===== config.mk =====
export PLATFORM = sky130hd
export DESIGN_NAME = rotor_setup_ctrl
export DESIGN_NICKNAME = d
export VERILOG_FILES = /design/src/rtl/rotor_setup_ctrl.sv
export SDC_FILE = /design/constraint.sdc
export NUM_CORES = 1
export LEC_CHECK = 0
export CAP_MARGIN = 20
export CORE_MARGIN = 2
export CORE_UTILIZATION = 35
export DETAILED_ROUTE_END_ITERATION = 16
export GPL_ROUTABILITY_DRIVEN = 0
export SYNTH_ARGS = -nofsm -noshare
export SYNTH_HDL_FRONTEND = slang
export SYNTH_SLANG_ARGS = --single-unit
export TNS_END_PERCENT = 5

===== constraint.sdc =====
create_clock -name clk -period 4.2 [get_ports clk]
set_clock_uncertainty 0.05 [all_clocks]
set_input_delay 0.63 -clock clk [delete_from_list [all_inputs] [get_ports clk]]
set_output_delay 0.63 -clock clk [all_outputs]
set_load 0.02 [all_outputs]

===== src/rtl/rotor_setup_ctrl.sv =====
// Debounced four-button editor that dials rotor start positions and commits them
// as single-cycle writes on the rotor configuration bus.
module rotor_setup_ctrl #(
    parameter int DEBOUNCE_CYCLES = 100000,
    parameter int NUM_POS         = 26
) (
    input  logic       clk,
    input  logic       rst,
    input  logic       btn_up,
    input  logic       btn_down,
    input  logic       btn_sel,
    input  logic       btn_ok,
    output logic [1:0] rotor_pos_out,
    output logic [4:0] init_pos_out,
    output logic       write_en,
    output logic [1:0] rotor_sel,
    output logic [4:0] edit_val,
    output logic       config_done
);

    localparam int            CW       = $clog2(DEBOUNCE_CYCLES + 1);
    localparam logic [CW-1:0] CNT_LAST = CW'(DEBOUNCE_CYCLES - 1);
    localparam logic [4:0]    POS_MAX  = 5'(NUM_POS - 1);

    typedef enum logic [2:0] {
        ACT_NONE,
        ACT_OK,
        ACT_SEL,
        ACT_UP,
        ACT_DOWN
    } action_t;

    // Button vector order: {ok, sel, up, down}
    logic [3:0]    w_btn_raw;
    logic [3:0]    r_sync1;
    logic [3:0]    r_sync2;
    logic [3:0]    r_deb;
    logic [3:0]    r_deb_d;
    logic [CW-1:0] r_cnt [4];
    logic [3:0]    w_press;
    action_t       w_act;

    logic [1:0]    r_rotor_sel;
    logic [4:0]    r_edit_val;
    logic [4:0]    r_shadow [3];
    logic [2:0]    r_done_mask;
    logic [1:0]    r_rotor_pos;
    logic [4:0]    r_init_pos;
    logic          r_write_en;
    logic          r_config_done;
    logic [1:0]    w_next_sel;

    assign w_btn_raw = {btn_ok, btn_sel, btn_up, btn_down};

    // NOTE: all state is updated with <= so every register sees pre-edge values
    // of its neighbours, regardless of statement order inside the block.
    always_ff @(posedge clk or posedge rst) begin
        if (rst) begin
            r_sync1 <= '0;
            r_sync2 <= '0;
            r_deb   <= '0;
            r_deb_d <= '0;
            for (int i = 0; i < 4; i++) r_cnt[i] <= '0;
        end else begin
            r_sync1 <= w_btn_raw;
            r_sync2 <= r_sync1;
            r_deb_d <= r_deb;
            for (int i = 0; i < 4; i++) begin
                if (r_sync2[i] == r_deb[i]) begin
                    r_cnt[i] <= '0;
                end else if (r_cnt[i] == CNT_LAST) begin
                    r_deb[i] <= r_sync2[i];
                    r_cnt[i] <= '0;
                end else begin
                    r_cnt[i] <= r_cnt[i] + CW'(1);
                end
            end
        end
    end

    assign w_press    = r_deb & ~r_deb_d;
    assign w_next_sel = (r_rotor_sel == 2'd2) ? 2'd0 : r_rotor_sel + 2'd1;

    // NOTE: w_act is given a default before the priority chain so no path
    // leaves it unassigned and no latch is inferred.
    always_comb begin
        w_act = ACT_NONE;
        if (w_press[3])      w_act = ACT_OK;
        else if (w_press[2]) w_act = ACT_SEL;
        else if (w_press[1]) w_act = ACT_UP;
        else if (w_press[0]) w_act = ACT_DOWN;
    end

    always_ff @(posedge clk or posedge rst) begin
        if (rst) begin
            r_rotor_sel   <= 2'd0;
            r_edit_val    <= 5'd0;
            r_done_mask   <= 3'b000;
            r_rotor_pos   <= 2'b11;
            r_init_pos    <= 5'd0;
            r_write_en    <= 1'b0;
            r_config_done <= 1'b0;
            // NOTE: shadows are reset because a rotor reloaded before its first
            // commit must present position 0, not power-up garbage.
            for (int i = 0; i < 3; i++) r_shadow[i] <= 5'd0;
        end else begin
            r_write_en    <= 1'b0;
            r_rotor_pos   <= 2'b11;
            r_init_pos    <= r_edit_val;
            r_config_done <= r_config_done | (&r_done_mask);
            case (w_act)
                ACT_OK: begin
                    r_write_en                <= 1'b1;
                    r_rotor_pos               <= r_rotor_sel;
                    r_shadow[r_rotor_sel]     <= r_edit_val;
                    r_done_mask[r_rotor_sel]  <= 1'b1;
                    r_rotor_sel               <= w_next_sel;
                    r_edit_val                <= r_shadow[w_next_sel];
                end
                ACT_SEL: begin
                    r_rotor_sel <= w_next_sel;
                    r_edit_val  <= r_shadow[w_next_sel];
                end
                ACT_UP:   r_edit_val <= (r_edit_val == POS_MAX) ? 5'd0 : r_edit_val + 5'd1;
                ACT_DOWN: r_edit_val <= (r_edit_val == 5'd0) ? POS_MAX : r_edit_val - 5'd1;
                default: ;
            endcase
        end
    end

    assign rotor_pos_out = r_rotor_pos;
    assign init_pos_out  = r_init_pos;
    assign write_en      = r_write_en;
    assign rotor_sel     = r_rotor_sel;
    assign edit_val      = r_edit_val;
    assign config_done   = r_config_done;

endmodule


==> qor.yml <==
synth.top_cell.area_share_pct: 53.6
insertedDiodeCount: 0
clockRootBuffer: "clkbuf_16"
power.density_nw_per_um2: 432
pwr-share-seq_pct: 42.2
drive_gt1_share_pct: 12.8
crit_chain: "clkdlybuf4s50_1"
syn_to_final_growth_pct: 17.8
cts_tree: "yes"
grt_antenna_before_repair: 0
pwr-share-clk_pct: 55.7
final_net_count: 539
die_x_um: 128
p_int_uw: 2210
pwr-share-comb_pct: 2.1
cts_resized: 0
relSlewSlack_pct: 43.3
p_leak_uw: 0.00280
syn-mean-instance-area_um2: 10.7
die_area_um2: 16500
rows: 45
switchingPower_uw: 555
end_kind: "output port"
vias: 3556
rsz0062_at_grt: "no"
required_ps: 3520
syn-num-nets: 517
place_hpwl_um: 6250
yosysSeqAreaShare_pct: 54.5
finalSetupViolations: 0
cts_buffers: 17
io_buffers: 21
synthTopCellsByArea: "dfrtp_1 54%, nor2_1 6.7%, xor2_1 6.1%, xnor2_1 4.4%, mux2_2 3.9%"
htree_levels: 4
drtIter0Drc: 276
post-cts-setup-buffers: 0
cp_slowest_cell: "clkdlybuf4s50_1"
hold_viol_final: 0
syn_inst: 504
finalCriticalPeriod_ps: 2410
clk_pin_slew_ps: 60
fin_setup_tns_ps: 0
cp_slowest_stage_delay_ps: 690
ant_nets: 0
grt_util_all_layers_pct: 12.8
finalInstanceArea_um2: 6380
path_class: "reg -> out"
grt_max_degree: 69
clock-sinks: 118
viasPerCell: 4.89
synth_top_area_cell: "dfrtp_1"
timing.final.crit_share_pct: 57.4
syn_area_um2: 5420
start_util_pct: 35.8
crit_path_start_kind: "flop"
io-pin-count: 22
crit_arrival_ps: 1730
firstDrtPassIters: 4
switching_share_pct: 20.1
synth_seq_cells: 118
synth_cell_types: 45
max_freq_ghz: 0.415
stdcell_count: 727
yosys_warnings: 0
coreArea_um2: 15100
wl_per_cell_um: 12.8
place_inst: 695
placedInstanceArea_um2: 5740
path_max_fanout: 11
async_reset_ff_share_pct: 100
maxCapViolCount: 0
ctsHoldBuffers: 0
synth-main-ff-cell: "dfrtp_1"
remaining_drc_errors: 0
crit_family: "buffers and inverters"
synth_edf_count: 0
cts_buffer_depth: 2
first_global_vias: 3663
grt_pass1_wl_um: 16800
globalRouteOverflowTotal: 0
report.final.slew_viol_count: 0
min_path_type: "reg -> reg"
worst_skew_pair.late_latency_ps: 410
routed_wl_um: 9330
critPathBufInv: 1
worst_pin_slew_ps: 847
layout_common_cells: "116 x dfrtp_1, 96 x nor2_1, 38 x xor2_1"
die_h_um: 128
layout_commonest_cell: "dfrtp_1"
status: "finished, final reports clean"
ir_drop_mv: 0.269
[path summary, 6_finish.rpt]
path | startpoint | end | slack, ps | cells after the start
min reg2reg | r_sync1[2] | r_sync2[2] | 300 | 0
min in group asynchronous | rst | r_sync1[1] | 600 | 2
max reg2reg | r_deb[3] | edit_val[3] | 2090 | 5
min | r_sync1[2] | r_sync2[2] | 300 | 0
max in group asynchronous | rst | rotor_pos_out[0] | 2680 | 3
max | rotor_sel[0] | rotor_sel[0] | 1790 | 1
[power by group through the flow]
stage          registers, uW  logic (uW)  clock network, uW
6_report                1160        58.2               1540
2_1_floorplan           1180        49.9                  0
4_1_cts                 1160        61.7               1570
5_1_grt                 1170        68.5               1630
3_3_place_gp            1180        58.2                  0
3_5_place_dp            1180        61.1                  0
[sequential cells by signal, indices dropped and copies added, names as in the netlist]
signal         count
r_deb              4
config_done        1
r_sync2            4
rotor_pos_out      2
r_done_mask        3
init_pos_out       5
r_shadow          15
edit_val           5
write_en           1
r_sync1            4
r_cnt             68
rotor_sel          2
r_deb_d            4
[cells by family after synthesis]
logic type	share of synthesized area, %
AO/OA/AOI/OAI	4.02
XOR/XNOR	10.5
adder cells (fa/ha/maj)	1.62
buffers and inverters	3.83
flip-flops	54.5
multiplexers	5.06
AND/OR/NAND/NOR	20.4
[metrics by stage]
stage / hold WS [ps] / setup WS, ps / power [uW] / util, %
global placement: 285 / 2070 / 1240 / 37.9
global route: 306 / 1690 / 2870 / 42.1
detailed placement: 286 / 2060 / 1240 / 37.9
CTS: 299 / 1750 / 2800 / 42.1
floorplan: 281 / 394 / 1230 / -
finish: 296 / 1790 / 2760 / 42.1
[cell usage after synthesis (4+ instances only)]
cell	instances
nor2_1	96
and3_1	4
xnor2_1	27
xor2_1	38
inv_1	17
mux2_2	19
clkbuf_1	6
nand2b_1	7
nor2b_1	5
nor4b_1	4
nand3_1	23
mux2i_1	6
nand2_1	33
nand4_1	14
nor4_2	5
buf_2	5
dfrtp_1	116
nor3_1	9
ha_1	7
or2_2	6
and4_1	9
o21ai_0	6
a21oi_1	10
[routing by layer]
layer | track usage [%] | up-vias | share of wire, %
met5 | 0 | - | 0
met4 | 5.56 | 0 | 1.6
met3 | 4.57 | 12 | 3.5
met2 | 20.6 | 50 | 47
met1 | 15.7 | 1740 | 48
li1 | - | 1754 | -
[cell type report]
type	count	area, um2
clock buffers	20	467
clock inverters	12	175
fillers	1390	8760
inverters	17	66.3
multi-input cells	350	2250
flip-flops and latches	118	2960
well taps	188	235
repair buffers	22	230
Note: power is estimated with default switching activity, not from simulation.
